==> src/rtl/uart_pkg.sv <==
// UART shared definitions: line-state encoding and bit timing.
// Imported by the receiver and by a matching transmitter.
package uart_pkg;

    typedef enum logic [2:0] {
        ST_IDLE,
        ST_START,
        ST_DATA,
        ST_STOP,
        ST_BREAK
    } uart_state_t;

    // Clocks per bit; the +1 rounds slow so the sample point
    // never runs ahead of the line.
    function automatic int bit_period(input int clk_hz, input int baud);
        return (clk_hz / baud) + 1;
    endfunction

    // Clocks from the start edge to the middle of the start bit.
    function automatic int half_period(input int clk_hz, input int baud);
        return bit_period(clk_hz, baud) / 2;
    endfunction

endpackage

==> src/rtl/sync_2ff.sv <==
// Two-flop synchronizer for a single asynchronous input.
// Reset value is chosen so the output matches the idle line level.
module sync_2ff #(
    parameter logic RST_VAL = 1'b1
) (
    input  logic i_clk,
    input  logic i_reset,
    input  logic i_d,
    output logic o_q
);

    logic r_meta;
    logic r_sync;

    // Double-register the raw input to settle metastability.
    always_ff @(posedge i_clk) begin
        if (i_reset) begin
            r_meta <= RST_VAL;
            r_sync <= RST_VAL;
        end else begin
            r_meta <= i_d;
            r_sync <= r_meta;
        end
    end

    assign o_q = r_sync;

endmodule

==> src/rtl/uart_rx.sv <==
// UART receiver, 8N1, LSB first, mid-bit sampling.
// Emits a one-cycle strobe per good frame or per framing error.
module uart_rx
    import uart_pkg::*;
#(
    parameter int CLK_SPEED = 50_000000,
    parameter int BAUD      = 115200
) (
    input  logic       i_clk,
    input  logic       i_reset,
    input  logic       i_rx,
    output logic [7:0] o_data,
    output logic       o_stb,
    output logic       o_frame_err,
    output logic       o_busy
);

    localparam int BIT_PERIOD  = bit_period(CLK_SPEED, BAUD);
    localparam int HALF_PERIOD = half_period(CLK_SPEED, BAUD);
    localparam int CW          = $clog2(BIT_PERIOD);

    localparam logic [CW-1:0] LAST_BIT  = CW'(BIT_PERIOD - 1);
    localparam logic [CW-1:0] LAST_HALF = CW'(HALF_PERIOD - 1);

    logic          w_rx;
    uart_state_t   r_state;
    logic [CW-1:0] r_cnt;
    logic [2:0]    r_idx;
    logic [7:0]    r_shift;
    logic [7:0]    r_data;
    logic          r_stb;
    logic          r_ferr;

    sync_2ff #(
        .RST_VAL (1'b1)
    ) u_sync (
        .i_clk   (i_clk),
        .i_reset (i_reset),
        .i_d     (i_rx),
        .o_q     (w_rx)
    );

    // Frame FSM: counts sample intervals, assembles the byte, flags errors.
    always_ff @(posedge i_clk) begin
        if (i_reset) begin
            r_state <= ST_IDLE;
            r_cnt   <= '0;
            r_idx   <= '0;
            r_shift <= '0;
            r_data  <= '0;
            r_stb   <= 1'b0;
            r_ferr  <= 1'b0;
        end else begin
            r_stb  <= 1'b0;
            r_ferr <= 1'b0;
            unique case (r_state)
                ST_IDLE: begin
                    r_cnt <= '0;
                    if (!w_rx) begin
                        r_state <= ST_START;
                    end
                end
                ST_START: begin
                    if (r_cnt == LAST_HALF) begin
                        r_cnt   <= '0;
                        r_idx   <= '0;
                        // A high line at mid-start is a glitch.
                        r_state <= w_rx ? ST_IDLE : ST_DATA;
                    end else begin
                        r_cnt <= r_cnt + 1'b1;
                    end
                end
                ST_DATA: begin
                    if (r_cnt == LAST_BIT) begin
                        r_cnt          <= '0;
                        r_shift[r_idx] <= w_rx;
                        if (r_idx == 3'd7) begin
                            r_state <= ST_STOP;
                        end else begin
                            r_idx <= r_idx + 1'b1;
                        end
                    end else begin
                        r_cnt <= r_cnt + 1'b1;
                    end
                end
                ST_STOP: begin
                    if (r_cnt == LAST_BIT) begin
                        r_cnt <= '0;
                        if (w_rx) begin
                            r_stb   <= 1'b1;
                            r_data  <= r_shift;
                            r_state <= ST_IDLE;
                        end else begin
                            r_ferr  <= 1'b1;
                            r_state <= ST_BREAK;
                        end
                    end else begin
                        r_cnt <= r_cnt + 1'b1;
                    end
                end
                ST_BREAK: begin
                    // Wait out a held-low line so it yields one error only.
                    r_cnt <= '0;
                    if (w_rx) begin
                        r_state <= ST_IDLE;
                    end
                end
                default: begin
                    r_state <= ST_IDLE;
                    r_cnt   <= '0;
                end
            endcase
        end
    end

    assign o_data      = r_data;
    assign o_stb       = r_stb;
    assign o_frame_err = r_ferr;
    assign o_busy      = (r_state != ST_IDLE);

    a_cnt_range : assert property (
        @(posedge i_clk) disable iff (i_reset)
        int'(r_cnt) < BIT_PERIOD
    );

    a_state_legal : assert property (
        @(posedge i_clk) disable iff (i_reset)
        r_state inside {ST_IDLE, ST_START, ST_DATA, ST_STOP, ST_BREAK}
    );

    a_pulse_excl : assert property (
        @(posedge i_clk) disable iff (i_reset)
        !(r_stb && r_ferr)
    );

endmodule

==> config.mk <==
export PLATFORM = sky130hd
export DESIGN_NAME = uart_rx
export DESIGN_NICKNAME = d
export VERILOG_FILES = /design/src/rtl/uart_pkg.sv /design/src/rtl/sync_2ff.sv /design/src/rtl/uart_rx.sv
export SDC_FILE = /design/constraint.sdc
export NUM_CORES = 1
export LEC_CHECK = 0
export CORE_MARGIN = 2
export CORE_UTILIZATION = 50
export DETAILED_ROUTE_END_ITERATION = 12
export HOLD_SLACK_MARGIN = 0.12
export PLACE_DENSITY_LB_ADDON = 0.15
export SETUP_SLACK_MARGIN = 0.5
export SLEW_MARGIN = 20
export SYNTH_ARGS = -nofsm -noshare
export SYNTH_HDL_FRONTEND = slang
export SYNTH_SLANG_ARGS = --single-unit
export TNS_END_PERCENT = 30
==> constraint.sdc <==
create_clock -name i_clk -period 4.6 [get_ports i_clk]
set_input_delay 1.38 -clock i_clk [delete_from_list [all_inputs] [get_ports i_clk]]
set_output_delay 1.38 -clock i_clk [all_outputs]
set_load 0.02 [all_outputs]
Yosys cells after proc, flatten, opt, wreduce, memory -nomap -nowiden
Cells that the tools add are included.
{"block": "op_classes", "magnitude_cmp": 2, "bitwise": 2, "n_reduce_logical": 10, "n_addsub": 2, "n_eq_ne": 14, "mux": 21}
{"cell": "$mux W3", "n": 10}
{"cell": "$mux W9", "n": 2}
{"cell": "$pmux W9 S2", "n": 1}
{"cell": "$pmux W3 S5", "n": 1}
{"cell": "$ne A2 B2 Y1 const B", "n": 6}
{"cell": "$add A9 B1 Y9 const B", "n": 1}
{"cell": "$eq A9 B8 Y1 const B", "n": 1}
{"cell": "$eq A9 B9 Y1 const B", "n": 1}
{"cell": "$bwmux W8", "n": 1}
{"cell": "$eq A3 B2 Y1 const B", "n": 2}
{"cell": "$eq A3 B3 Y1 const B", "n": 2}
{"cell": "$pmux W3 S2", "n": 1}
{"cell": "$reduce_and A6 Y1", "n": 1}
{"cell": "$lt A3 B4 Y1 const B", "n": 1}
{"cell": "$reduce_and A4 Y1", "n": 1}
{"cell": "$add A3 B1 Y3 const B", "n": 1}
{"cell": "$demux W1 S3", "n": 1}
{"cell": "$eq A3 B1 Y1 const B", "n": 1}
{"cell": "$ge A3 B1 Y1 const B", "n": 1}
{"cell": "$logic_not A3 Y1", "n": 1}
{"cell": "$mux W1", "n": 3}
{"cell": "$reduce_and A3 Y1", "n": 1}
{"cell": "$reduce_bool A3 Y1", "n": 1}
{"cell": "$reduce_or A3 Y1", "n": 1}
{"cell": "7 further kinds", "n": 8}
{"block": "totals", "register_bits": 35, "wordCells": 60, "in_bits": 3}

Logic depth before layout (Yosys ltp)
{"block": "depth", "ltp_word": 5, "depth_mapped": 8, "depth_no_buf": 7}

Modules after synthesis
Synthesis repeated with hierarchy kept, for this count alone.
{"block": "unflattened", "cells_unflattened": 169, "area_unflattened_um2": 1574.0}
{"mod": "uart_rx", "area_each_um2": 1521.5, "seq_area_each_um2": 660.6, "instances": 1, "cells_per_inst": 165}
{"mod": "sync_2ff", "area_each_um2": 52.6, "seq_area_each_um2": 40.0, "instances": 1, "cells_per_inst": 4}

Worst setup path after synthesis
No wires, ideal clock.
{"block": "synth_timing", "kind": "input to register", "from": "input i_reset", "to": "register r_cnt[2]", "setup_slack_ns": 2.258, "required_time_ns": 4.536, "path_buffers": 2, "arrival_time_ns": 2.278, "path_stages": 4, "path_cell_list": "clkbuf_1 -> or4_4 -> buf_6 -> nor2_1"}
{"element": "start: declaration", "line": "uart_rx.sv:10", "rtl": "input logic i_reset,"}
{"element": "end signal: assignment", "line": "uart_rx.sv:70", "rtl": "r_cnt <= r_cnt + 1'b1;"}
{"element": "end signal: assignment", "line": "uart_rx.sv:83", "rtl": "r_cnt <= r_cnt + 1'b1;"}
{"element": "end signal: assignment", "line": "uart_rx.sv:98", "rtl": "r_cnt <= r_cnt + 1'b1;"}
{"element": "end: declaration", "line": "uart_rx.sv:27", "rtl": "logic [CW-1:0] r_cnt;"}

Worst setup path after layout
{"block": "layout_timing", "from": "register r_state[2]", "to": "output o_busy"}
{"block": "layout_between", "elab_chain_cells": 1}
{"element": "start: declaration", "line": "uart_rx.sv:26", "rtl": "uart_state_t r_state;"}
{"element": "start signal: assignment", "line": "uart_rx.sv:68", "rtl": "r_state <= w_rx ? ST_IDLE : ST_DATA;"}
{"element": "$reduce_bool A3 Y1", "line": "uart_rx.sv:119", "rtl": "assign o_busy = (r_state != ST_IDLE);"}
{"element": "end: declaration", "line": "uart_rx.sv:15", "rtl": "output logic o_busy"}
Every way passes these cells.

==> impl_results.md <==
* Status: completed
* Required time of the worst setup path at 3.22 ns
* DRT Wirelength at between 2000 and 3000 um
* Postcts setup bufs at 0
* Largest family of logic cells by synthesized area: simple AND/OR/NAND/NOR gates
* Clock sink count at 35
* Fin. Hold Viols at 0
* Hold Path Stages at 1
* Pre-antenna DRT Iters at 4
* Post-CTS resize count at 0
* Core area at just over 3000 um2
* Final Setup Violations at 0
* Max-slew headroom at the worst pin at 44.7%
* Final core occ at 59.3%
* CTS buffer count at 5
* CTS Buffer Depth at 2
* WL/cell at between 10 and 15 um
* Multi-input logic area at 803 um2
* Slowest stage delay, CP at ~0.59 ns
* DR vias at 1,179
* Clk_skew at 0.00862 ns
* Rows at 20
* GP Congestion at 0.792
* Initial antenna violation count at 0
* Sequential share of the synthesized area at 44.5%
* Area leader, netlist: dfxtp_1
* Worst R2R Setup Slack at about 2.5 ns
* GR Util All Layers at 17.7%
* Critical path capture point type: primary output
* Warnings from Yosys at 0
* Die W at 60.1 um
* Mapped Area at around 1600 um2
* WS Path Type: reg2out
* Die Ht at 60.1 um
* First-pass GRT wire length at ~4600 um
* IO Count at 14
* Slew Viols, Final at 0
* Largest net degree at the start of global routing at 29
* Critical-path maximum fanout at 8
* Violation count after the first detailed-route iteration at 40
* Placed cell count at 219
* Crit path time final at 3.00 ns
* Synth unique cells at 43
* Full die area at between 3000 and 4000 um2
* FF+latch count, synth at 35
* Vias in the first global route at ~1,100
* Root Driver: clkbuf_4
* ANT cells at 0
* Final ANT Viol Nets at 0
* Avg Cell Area, Syn at 9.31 um2
* Setup_tns at 0 ns
* WHS Endpoint: u_sync.o_q
* Critical path's top delay family: buffers and inverters
* Synth Area in Adders at 3.97%
* Post-synthesis mux area share at 8.90%
* Max_cap viols at 0
* # H-tree levels at 2
* # nets final at 190
* Ratio of final minimum period to clock period at 65.3%
* Synth top area cells: dfxtp_1, mux2i_1, nor2_1
* Post-synth top cells: nor2_1, dfxtp_1, mux2i_1, nand2_1, inv_1
* Max IR drop VDD at 194 uV
* Reg2reg start: r_state[1]
* Top FF cell, synth: dfxtp_1
* Mapped Nets at 177
* Xor/xnor share of the synthesized area at between 3 and 4%
* Post-synth EDFFs at 0
* Tightest Pin Transition at 0.821 ns
* Starting density of the core at 52.0%
* Filler-free cell count of the finished design at about 230
* IO Port Bufs at 13
* RSZ-0062 raised after global routing: false
* Power Density at 305 nW/um2
* Clock transition at the registers of the reported paths at 0.11 ns
* Post-synth top area share at between 40% and 50%
* WP data arrival at 1.62 ns
* Top-count cell post-synth: nor2_1
* Worst min-delay path class: reg2reg
* Startpoint types: flop
* Number of fill cells at 270
* Vias per cell at 5.19
* Synth Area in Simple Gates at 26.7%
* Total grt overflow at 0
* Crit-path slowest cell: clkdlybuf4s50_1
* Clk_lat worst skew at approximately 0.34 ns
* Layout cell share with drive strength beyond 1 at approximately an eighth
* Sequence of cells on the critical path: nor2_1, nand2_1, clkdlybuf4s50_1
* Sequential Area at 701 um2
* Area growth syn-to-layout at 14.1%
* FF-to-FF End: r_shift[2]
* Max Fclk at 333 MHz
* Area fraction in compound gates after synthesis at between 7 and 8%
* Hold_sp: u_sync.r_meta
* Worst R2R Path Depth at 5
* CTS tree: done
* Post-Synthesis Cells at approximately 170
* DRC Markers at 0
* FFs w/ async S/R, synth at 0%
* Buf/Inv on CP at 1
* Leakage at 0.000632 uW
* DP HPWL at about 1900 um
* Cts hold-fix bufs at 0
how the worst max path moves through the flow:
stage                     endpoint       start  slack, ns  cells past startpoint
after global routing        o_busy  r_state[2]       1.53                      3
after floorplan           r_cnt[2]     i_reset       2.26                      4
after detailed placement  r_cnt[8]     i_reset       1.79                      4
after global placement    r_cnt[5]     i_reset       1.82                      4
final                       o_busy  r_state[2]       1.60                      3
after CTS                   o_busy  r_state[2]       1.59                      3
flip-flops by register name, indices dropped and copies added, names as in the netlist:
name	flops
o_data	8
o_frame_err	1
o_stb	1
r_cnt	9
r_idx	3
r_shift	8
r_state	3
u_sync.o_q	1
u_sync.r_meta	1
cell families (layout without fill, tap and decap cells):
logic type,Yosys count,after routing
AO/OA/AOI/OAI,16,16
XOR/XNOR,7,7
adder cells (fa/ha/maj),5,5
buffers and inverters,15,29
flip-flops,35,35
multiplexers,14,14
AND/OR/NAND/NOR,77,77
cell usage in the layout, fill, tap and decap left out, types with 2 or more instances in the layout:
cell             instances
nor2_1                  36
dfxtp_1                 35
mux2i_1                 14
clkdlybuf4s50_1         13
nand2_1                 11
inv_1                    7
nand3_1                  6
xnor2_1                  5
ha_1                     5
clkbuf_4                 5
a21oi_1                  4
or4_4                    2
xor2_1                   2
o21ai_0                  2
a22oi_1                  2
or2_2                    2
nor4_1                   2
nor3b_2                  2
nand3b_1                 2
clkbuf_8                 2
per-stage QoR:
| stage | hold WS, ns | area [um2] | power, uW | worst slack, ns |
|---|---|---|---|---|
| global route | 0.465 | 1800 | 569 | 1.53 |
| CTS | 0.432 | 1800 | 552 | 1.59 |
| finish | 0.441 | 1800 | 548 | 1.60 |
| detailed placement | 0.405 | 1720 | 360 | 1.79 |
| global placement | 0.393 | 1720 | 358 | 1.82 |
| floorplan | 0.389 | 1570 | 348 | 2.26 |
layer usage:
metal  part of all wire, %  global-route usage [%]  vias up
met5                     0                       0        -
li1                      -                       -      605
met3                   3.3                    3.90        6
met2                    48                    31.2       16
met1                    48                    19.1      552
met4                  0.89                    10.5        0
worst reg2reg max path, cell delays in order, from the launching register on:
cell and delay, ns:
dfxtp_1 0.47, or3b_4 0.44, nor4_1 0.64, nand3b_1 0.18, mux2i_1 0.19, nor2_1 0.05
layout make-up:
type | instances | share of cell area (%)
multi-input combinational | 119 | 44.7
sequential | 35 | 39.0
clock inverter | 1 | 0.418
timing repair buffer | 14 | 7.67
inverter | 7 | 1.46
clock buffer | 7 | 3.62
tap | 44 | 3.07
power breakdown:
group	leakage [uW]	switching, uW	internal [uW]
sequential	0.000283	5.83	306
combinational	0.000312	23.1	18.5
clock	0.0000375	105	89.3
total	0.000632	134	414
(Power assumes the default switching activity.)
